`config.mk`:
```
export PLATFORM = sky130hd
export DESIGN_NAME = cvo_frame_monitor
export DESIGN_NICKNAME = d
export VERILOG_FILES = /design/src/rtl/cvo_frame_monitor.sv
export SDC_FILE = /design/constraint.sdc
export NUM_CORES = 1
export LEC_CHECK = 0
export ABC_AREA = 0
export ABC_CLOCK_PERIOD_IN_PS = 5700
export CELL_PAD_IN_SITES_DETAIL_PLACEMENT = 2
export CELL_PAD_IN_SITES_GLOBAL_PLACEMENT = 2
export CORE_ASPECT_RATIO = 1.1
export CORE_UTILIZATION = 39
export DETAILED_ROUTE_END_ITERATION = 8
export PLACE_DENSITY_LB_ADDON = 0.1
export SLEW_MARGIN = 20
export SYNTH_ARGS = -nofsm -noshare
export SYNTH_HDL_FRONTEND = slang
export SYNTH_SLANG_ARGS = --single-unit
```
`constraint.sdc`:
```
create_clock -name clk -period 5.7 [get_ports clk]
set_input_delay 0.855 -clock clk [delete_from_list [all_inputs] [get_ports clk]]
set_output_delay 0.855 -clock clk [all_outputs]
set_load 0.05 [all_outputs]
```
`src/rtl/cvo_frame_monitor.sv`:
```
// Passive monitor behind the clocked-video output: measures active geometry per frame,
// checks line-length consistency, tracks geometry lock and counts frames/underflows.
module cvo_frame_monitor #(
  parameter int unsigned CNT_W            = 12,
  parameter int unsigned STAT_W           = 16,
  parameter int unsigned STABLE_FRAMES    = 2,
  parameter int unsigned SYNC_ACTIVE_HIGH = 0
) (
  input  logic              clk,
  input  logic              reset_n,
  input  logic [23:0]       vid_data,
  input  logic              vid_datavalid,
  input  logic              vid_h_sync,
  input  logic              vid_v_sync,
  input  logic              vid_underflow,
  input  logic              clear,
  output logic [CNT_W-1:0]  frame_width,
  output logic [CNT_W-1:0]  frame_height,
  output logic              frame_valid,
  output logic              line_err,
  output logic              locked,
  output logic [STAT_W-1:0] frame_count,
  output logic [STAT_W-1:0] underflow_count,
  output logic [23:0]       last_pixel
);

  localparam int unsigned PIX_W    = 24;
  localparam int unsigned STB_W    = 4;
  localparam logic        SYNC_INV = (SYNC_ACTIVE_HIGH == 0);

  typedef enum logic [1:0] {WAIT_VS, ACTIVE, PUBLISH} state_t;

  state_t             state;
  logic [PIX_W-1:0]   data_q;
  logic               dv_q, hs_q, vs_q, uf_q, clr_q;
  logic               dv_prev, hs_prev, vs_prev, uf_prev;
  logic [CNT_W-1:0]   pix_cnt, line_cnt, ref_width;
  logic               err_acc;
  logic [PIX_W-1:0]   shadow;
  logic [STB_W-1:0]   stable_cnt;
  logic               have_prev;

  logic               vs_rise, dv_fall, hs_rise, uf_rise, eol;
  logic [CNT_W-1:0]   pix_inc, pix_n, lc_n, rw_n;
  logic               err_n, geom_match;
  logic [STB_W-1:0]   stb_n;

  // Single input register stage; syncs normalised to active-high
  always_ff @(posedge clk or negedge reset_n) begin
    if (!reset_n) begin
      data_q  <= '0;
      dv_q    <= 1'b0;
      hs_q    <= 1'b0;
      vs_q    <= 1'b0;
      uf_q    <= 1'b0;
      clr_q   <= 1'b0;
      dv_prev <= 1'b0;
      hs_prev <= 1'b0;
      vs_prev <= 1'b0;
      uf_prev <= 1'b0;
    end else begin
      data_q  <= vid_data;
      dv_q    <= vid_datavalid;
      hs_q    <= vid_h_sync ^ SYNC_INV;
      vs_q    <= vid_v_sync ^ SYNC_INV;
      uf_q    <= vid_underflow;
      clr_q   <= clear;
      dv_prev <= dv_q;
      hs_prev <= hs_q;
      vs_prev <= vs_q;
      uf_prev <= uf_q;
    end
  end

  assign vs_rise = vs_q & ~vs_prev;
  assign dv_fall = dv_prev & ~dv_q;
  assign hs_rise = hs_q & ~hs_prev;
  assign uf_rise = uf_q & ~uf_prev;
  assign pix_inc = (pix_cnt == '1) ? pix_cnt : pix_cnt + CNT_W'(1);
  // An h_sync edge inside a run of valid pixels also closes the line
  assign eol     = (pix_cnt != '0) && (dv_fall || (hs_rise && dv_q));

  // Accumulator values with any line end in this cycle already folded in
  always_comb begin
    lc_n  = line_cnt;
    rw_n  = ref_width;
    err_n = err_acc;
    pix_n = dv_q ? pix_inc : pix_cnt;
    if (eol) begin
      lc_n  = (line_cnt == '1) ? line_cnt : line_cnt + CNT_W'(1);
      pix_n = dv_q ? CNT_W'(1) : '0;
      if (line_cnt == '0) begin
        rw_n = pix_cnt;
      end else if (pix_cnt != ref_width) begin
        err_n = 1'b1;
      end
    end
    geom_match = have_prev && (rw_n == frame_width) && (lc_n == frame_height);
    if (err_n) begin
      stb_n = '0;
    end else if (geom_match) begin
      stb_n = (stable_cnt >= STB_W'(STABLE_FRAMES)) ? STB_W'(STABLE_FRAMES)
                                                    : stable_cnt + STB_W'(1);
    end else begin
      stb_n = STB_W'(1);
    end
  end

  // Frame FSM; results load on the v_sync edge so the strobe marks the PUBLISH cycle
  always_ff @(posedge clk or negedge reset_n) begin
    if (!reset_n) begin
      state           <= WAIT_VS;
      pix_cnt         <= '0;
      line_cnt        <= '0;
      ref_width       <= '0;
      err_acc         <= 1'b0;
      shadow          <= '0;
      frame_width     <= '0;
      frame_height    <= '0;
      frame_valid     <= 1'b0;
      line_err        <= 1'b0;
      last_pixel      <= '0;
      frame_count     <= '0;
      underflow_count <= '0;
      stable_cnt      <= '0;
      locked          <= 1'b0;
      have_prev       <= 1'b0;
    end else begin
      frame_valid <= 1'b0;
      case (state)
        WAIT_VS: begin
          if (vs_rise) begin
            state     <= ACTIVE;
            pix_cnt   <= '0;
            line_cnt  <= '0;
            ref_width <= '0;
            err_acc   <= 1'b0;
          end
        end
        ACTIVE: begin
          if (dv_q) begin
            shadow <= data_q;
          end
          if (vs_rise) begin
            state     <= PUBLISH;
            pix_cnt   <= '0;
            line_cnt  <= '0;
            ref_width <= '0;
            err_acc   <= 1'b0;
            if (lc_n != '0) begin
              frame_width  <= rw_n;
              frame_height <= lc_n;
              line_err     <= err_n;
              last_pixel   <= shadow;
              frame_valid  <= 1'b1;
              stable_cnt   <= stb_n;
              locked       <= (stb_n >= STB_W'(STABLE_FRAMES));
              have_prev    <= 1'b1;
              if (frame_count != '1) begin
                frame_count <= frame_count + STAT_W'(1);
              end
            end
          end else begin
            pix_cnt   <= pix_n;
            line_cnt  <= lc_n;
            ref_width <= rw_n;
            err_acc   <= err_n;
          end
        end
        PUBLISH: begin
          state <= ACTIVE;
        end
        default: begin
          state <= WAIT_VS;
        end
      endcase

      if (uf_rise && (underflow_count != '1)) begin
        underflow_count <= underflow_count + STAT_W'(1);
      end

      // clear overrides any same-cycle statistics update
      if (clr_q) begin
        frame_count     <= '0;
        underflow_count <= '0;
        stable_cnt      <= '0;
        locked          <= 1'b0;
        have_prev       <= 1'b0;
      end
    end
  end

endmodule

```
==> summary.md, run 1 <==
| Metric | Value |
|---|---|
| RSZ-0062 raised after global routing | no |
| Postcts setup bufs | 0 |
| Post-layout min period | 4.384 ns |
| Share of cells above drive strength 1 | 12.04% |
| Reg2Reg Depth | 10 |
| Seq cells post-synth | between 150 and 200 |
| Arrival @ worst endpoint | 4.72 ns |
| Pwr Density | approximately 400 mW/mm^2 |
| Resized Gates After CTS | 0 |
| Total Routing Usage GR | around 28% |
| Min-Delay Path Depth | 0 |
| Worst-path maximum fanout | 61 |
| RR Endpoint | frame_count[3] |
| First-pass GRT wire length | about 52 mm |
| Vias/cell | around 6.0 |
| Area grow syn2layout | 21.18% |
| Min-Delay Startpoint | uf_q |
| Max transition margin | ~38% |
| CTS Buf Count | 17 |
| Max Fclk | around 0.23 GHz |
| Fin nets | ~1100 |
| Peak supply drop | around 0.27 mV |
| Worst R2R Start | line_cnt[0] |
| Synth Flop Type | dfrtp_1 |
| RePlAce Congestion | 0.8965 |
| Worst Hold Class | reg2reg |
| Max-Cap Viols | 0 |
| # H-tree levels | 4 |
| Setup_tns | 0 ns |
| Clk sinks | ~180 |
| Area occupied by registers | 0.004604 mm^2 |
| Dpl hpwl | approximately 23 mm |
| Multi-input logic area | 0.004451 mm^2 |
| Antenna diode count | 0 |
| Die Span Y | between 150 and 200 um |
| Top post-synthesis cells by area | dfrtp_1, mux2_2, nand2_1 |
| Detailed-route via count | 8115 |
| Pleak | approximately 4.8 nW |
| Synth Cell Area | 0.009478 mm^2 |
| Crit share post-route | 76.90% |
| Final wirelength | between 30 and 40 mm |
| Synth warn | 0 |
| Post-CTS Hold Buffers | 0 |
| Num rows | slightly below 60 |
| Worst EP required | 6.04 ns |
| CP Capture Type | flop |
| Largest area contributor in the netlist | dfrtp_1 |
| Io pins | between 100 and 150 |
| Fin. max-slew vios | 0 |
| Worst-Margin Slew | about 0.9 ns |
| Total die area | between 0.02 and 0.025 mm^2 |
| ANT nets after route | 0 |
| CTS clock-pin slew for the worst setup and hold paths | 0.09 ns |
| Worst-skew pair later-pin latency | ~0.45 ns |
| Mapped Nets | a little under 1000 |
| Mapped Avg Cell Area | approximately 9.9 um^2 |
| Min-Delay Endpoint | uf_prev |
| Vias in the first global route | 8714 |
| Status | finished clean |
| FF-to-FF setup slack | about 1.3 ns |
| EDFF count, synth | 0 |
| Initial core utilization | 39.87% |
| Final hold viol count | 0 |
| Setup Viol. Count Final | 0 |
| Maximum root-to-sink buffer count | 2 |
| Antenna violations before repair | 0 |
| Largest net degree at the start of global routing | 97 |
| Cells after Synth | about 960 |
| Sequential area share after synthesis | between 40% and 50% |
| DRT iter0 DRCs | 390 |
| Setup Skew | 0.01646 ns |
| Die width | about 150 um |
| Cell Area, Placed | 0.01083 mm^2 |
| Remaining global-route overflow | 0 |
| DRC Markers | 0 |
| Critical path class | reg2reg |
| FILL cells | around 2500 |
| Core Region | 0.02377 mm^2 |
| Root buffer cell | clkbuf_16 |
| CTS tree | done |
| Post-synth ARST share | between 90% and 100% |
| Netlist cell types | between 80 and 90 |
| Fin area | between 0.01 and 0.015 mm^2 |
| Routed WL per cell | around 24 um |
| # port buffers | about 110 |
| DRT Pass-1 Iters | 5 |
| Synth top area share | about half |
| Setup crit start kind | flop |
-- cell type report --
| cell class | instances | area share, % |
|---|---|---|
| well taps | 305 | 3.323 |
| clock inverters | 15 | 1.994 |
| clock buffers | 17 | 3.704 |
| inverters | 37 | 1.209 |
| flip-flops and latches | 184 | 40.09 |
| multi-input cells | 673 | 38.75 |
| repair buffers | 129 | 10.93 |
-- power by group --
group | internal (mW) | switching (mW)
Sequential | 1.53 | 0.189
Combinational | 0.585 | 1.09
Clock | 0.634 | 0.699
Total | 2.75 | 1.98
-- worst max path at each step --
stage,slack [ns],end,startpoint,cells past startpoint
global route,1.0,frame_count[3],line_cnt[0],10
CTS,1.34,frame_count[3],line_cnt[0],10
finish,1.32,frame_count[3],line_cnt[0],10
detailed placement,1.39,frame_count[3],line_cnt[0],10
global placement,1.59,frame_count[3],line_cnt[0],10
floorplan,2.70,frame_count[3],pix_cnt[0],11
-- Yosys cell counts, types with 9 or more instances --
| library cell | count |
|---|---|
| and3_1 | 19 |
| o21ai_0 | 52 |
| o31ai_1 | 9 |
| nor4_1 | 20 |
| clkbuf_1 | 28 |
| nor3_1 | 20 |
| dfrtp_1 | 184 |
| mux2_2 | 57 |
| nand3_1 | 35 |
| nand4_1 | 33 |
| nand2b_1 | 10 |
| a22o_1 | 14 |
| a21oi_1 | 30 |
| xor2_1 | 27 |
| or3_1 | 10 |
| inv_1 | 36 |
| buf_2 | 24 |
| xnor2_1 | 17 |
| nor2b_1 | 15 |
| nand2_1 | 78 |
| mux2i_1 | 9 |
| nor2_1 | 74 |
-- layer usage --
metal	track usage, %	share of wire (%)
met3	4.863	4.3
met2	48.32	51
met1	34.61	42
met4	10.14	2.8
met5	0	0
-- cells by family after synthesis --
family | Yosys count | synth area share, %
simple gates | 362 | 20.09
compound gates | 192 | 13.90
flops | 184 | 48.58
buf+inv | 99 | 4.462
mux | 67 | 7.842
xor+xnor | 44 | 4.066
fa+ha+maj | 8 | 1.056
-- stage by stage --
step | setup WS, ns | hold slack [ns] | util [%] | power, mW | instances
floorplan | 2.703 | 0.3465 | - | 2.780 | 956
global placement | 1.588 | 0.3566 | 45.56 | 3.337 | 1328
detailed placement | 1.393 | 0.3625 | 45.56 | 3.405 | 1328
CTS | 1.338 | 0.3848 | 48.32 | 4.779 | 1360
global route | 0.9956 | 0.3924 | 48.32 | 4.937 | 1360
finish | 1.316 | 0.3812 | 48.32 | 4.733 | 1360
-- sequential cells by signal (all words and copies together), names as in the netlist, 16 cells and up --
signal,cells
data_q,24
last_pixel,24
shadow,24
frame_count,16
underflow_count,16
-- placed cells by master, fill, tap and decap left out, types with 5 or more instances in the layout --
cell type and n:
or4_1 5, a22o_1 14, nand4_1 33, or3_1 10
a211oi_1 5, nor4b_1 7, nor4_1 20, nand2b_1 10
buf_4 16, o21ai_0 52, and3_1 19, clkdlybuf4s50_1 112
xor2_1 27, ha_1 8, dfrtp_1 184, mux2i_1 9
a31o_2 5, nor3_1 20, nor2b_1 15, mux2_2 57
nand3_1 35, nor2_1 74, o22ai_1 8, nand2_1 78
clkbuf_16 17, inv_12 7, a31oi_1 6, and2_1 8
o2111ai_1 5, inv_1 36, xnor2_1 17, o31ai_1 9
a22oi_1 6, a21o_1 6, a21oi_1 30
-- critical path: stages (launching register included) --
cell and delay [ns]:
dfrtp_1 0.62, ha_1 0.33, nand3_1 0.30, nor3_2 0.86, nor4_2 0.20, and3_1 0.23
o211ai_1 0.30, o21ai_4 0.11, buf_4 0.38, or4_1 0.59, mux2_1 0.32
Note: power is estimated with default switching activity, not from simulation.
==> run 2, diff against run 1 <==
--- a/config.mk
+++ b/config.mk
@@ -6,11 +6,11 @@
 export NUM_CORES = 1
 export LEC_CHECK = 0
 export ABC_AREA = 0
-export ABC_CLOCK_PERIOD_IN_PS = 5700
+export ABC_CLOCK_PERIOD_IN_PS = 4000
 export CELL_PAD_IN_SITES_DETAIL_PLACEMENT = 2
 export CELL_PAD_IN_SITES_GLOBAL_PLACEMENT = 2
 export CORE_ASPECT_RATIO = 1.1
-export CORE_UTILIZATION = 39
+export CORE_UTILIZATION = 32
 export DETAILED_ROUTE_END_ITERATION = 8
 export PLACE_DENSITY_LB_ADDON = 0.1
 export SLEW_MARGIN = 20
==> constraint.sdc (replaced) <==
create_clock -name clk -period 4 [get_ports clk]
set_input_delay 0.6 -clock clk [delete_from_list [all_inputs] [get_ports clk]]
set_output_delay 0.6 -clock clk [all_outputs]
set_load 0.05 [all_outputs]
==> summary.md, run 2 (synthesized netlist as in run 1, its figures left out) <==
| Metric | Value |
|---|---|
| Initial core utilization | between 30% and 40% |
| Post-layout min period | about 3.8 ns |
| Crit share post-route | between 90% and 100% |
| Largest net degree at the start of global routing | between 100 and 150 |
| Share of cells above drive strength 1 | roughly 15% |
| Detailed-route via count | 8073 |
| ANT nets after route | 0 |
| Remaining global-route overflow | 0 |
| CP top delay family | simple AND/OR/NAND/NOR gates |
| Worst R2R Start | pix_cnt[1] |
| CTS clock-pin slew for the worst setup and hold paths | approximately 0.080 ns |
| Critical path class | reg2reg |
| Largest regs | data_q x24, last_pixel x24, shadow x24 |
| Pwr Density | 562.4 mW/mm^2 |
| Die width | approximately 170 um |
| Max transition margin | around two fifths |
| Critical-path cell list | inv_1 > ha_1 > nor4b_1 > and3_1 > nor4_2 > and3_1 > o211ai_1 > o21ai_4 > buf_4 > or4_1 > mux2_1 |
| Violated checks | DRC |
| Antenna violations before repair | 0 |
| Worst path bufs/invs | 2 |
| FF-to-FF setup slack | 0.23 ns |
| Pleak | 4.968 nW |
| RSZ-0062 raised after global routing | no |
| Cell Area, Placed | about 0.011 mm^2 |
| Num rows | 65 |
| Fin area | ~0.012 mm^2 |
| Fin nets | 1117 |
| DRT iter0 DRCs | about 430 |
| Status | finished, violations left |
| Total Routing Usage GR | a little under a quarter |
| Final hold viol count | 0 |
| Worst EP required | between 4 and 5 ns |
| Setup Skew | around 0.015 ns |
| Peak supply drop | between 0.3 and 0.4 mV |
| Commonest cells after routing, fill and taps aside | dfrtp_1, clkdlybuf4s50_1, nand2_1 |
| Max Fclk | ~0.27 GHz |
| Antenna diode count | 0 |
| Max-Cap Viols | 0 |
| Routed WL per cell | ~23 um |
| Vias in the first global route | around 8800 |
| First-pass GRT wire length | between 50 and 60 mm |
| Die Span Y | approximately 180 um |
| Core Region | ~0.029 mm^2 |
| Slowest-stage cell, CP | and3_1 |
| Worst-path maximum fanout | 14 |
| Arrival @ worst endpoint | 4.09 ns |
| Dpl hpwl | approximately 24 mm |
| Total die area | roughly 0.030 mm^2 |
| Post-CTS Hold Buffers | 0 |
| CP dominant cell by count | and3_1 |
| Slowest Stage Delay on Critical Path | 0.66 ns |
| CP Capture Type | flop |
| Worst-Margin Slew | 0.8647 ns |
| Final wirelength | around 33 mm |
| RePlAce Congestion | 0.8893 |
| # port buffers | 113 |
| Setup_tns | 0 ns |
| CTS tree | done |
| Resized Gates After CTS | 0 |
| Worst Hold Class | in2async |
| Fin. max-slew vios | 0 |
| Maximum root-to-sink buffer count | 2 |
| Worst-skew pair later-pin latency | 0.45 ns |
| Postcts setup bufs | 0 |
| RR Endpoint | frame_count[3] |
| Area grow syn2layout | 24.65% |
| Setup Viol. Count Final | 0 |
| # H-tree levels | 4 |
| Io pins | between 100 and 150 |
| Root buffer cell | clkbuf_16 |
| Most common cell after layout, fill and taps aside | dfrtp_1 |
| Clk sinks | ~180 |
| DRC Markers | 3 |
| Reg2Reg Depth | 11 |
| DRT Pass-1 Iters | 7 |
| CTS Buf Count | 17 |
| Setup crit start kind | flop |
| Vias/cell | around 5.5 |
==> run 2: cell types whose count changed in the layout (fill, tap and decap cells not counted) <==
cell,before,now
inv_16,2,0
clkinv_4,0,1
clkbuf_1,0,1
clkinv_8,2,3
bufinv_16,0,1
buf_4,16,50
inv_6,1,4
inv_12,7,1
buf_12,0,2
clkinvlp_4,0,1
==> run 2: worst max path at each step <==
stage | to | cells after the start | slack [ns] | from
floorplan | frame_count[3] | 11 | 1.00 | pix_cnt[0]
global placement | frame_count[3] | 11 | 0.41 | pix_cnt[1]
detailed placement | frame_count[3] | 11 | 0.32 | pix_cnt[1]
CTS | frame_count[3] | 11 | 0.29 | pix_cnt[1]
global route | frame_count[3] | 11 | 0.03 | pix_cnt[1]
finish | frame_count[3] | 11 | 0.23 | pix_cnt[1]
==> run 2: metal layers <==
layer  share of wire [%]  up-vias  global-route usage (%)
met2                  49      185                   38.70
met4                 2.1        0                   7.364
li1                    -     3703                       -
met1                  45     4149                   29.19
met5                   0        -                       0
met3                 3.9       36                   3.925
==> run 2: per-stage QoR <==
stage | hold WS, ns | setup slack, ns | instances | total power [mW] | util [%]
after floorplan | 0.3044 | 1.003 | 956 | 3.961 | -
after global placement | 0.3549 | 0.4059 | 1427 | 4.847 | 38.81
after detailed placement | 0.3555 | 0.3240 | 1427 | 4.908 | 38.81
after CTS | 0.2849 | 0.2872 | 1459 | 6.710 | 40.92
after global routing | 0.2872 | 0.02903 | 1459 | 6.962 | 40.92
final | 0.2365 | 0.2311 | 1459 | 6.644 | 40.92
==> run 2: cell type report <==
type / count / area [um^2]
tap: 368 / 460.4
inverter: 37 / 138.9
clock buffer: 18 / 429.2
timing repair buffer: 165 / 1550
sequential: 184 / 4604
clock inverter: 14 / 180.2
fill: 3086 / 17060
multi-input combinational: 673 / 4451
==> run 2: where the power goes <==
part	internal, mW	total [mW]	switching, mW
clock	0.905	1.77	0.862
sequential	2.18	2.40	0.219
combinational	0.880	2.47	1.60
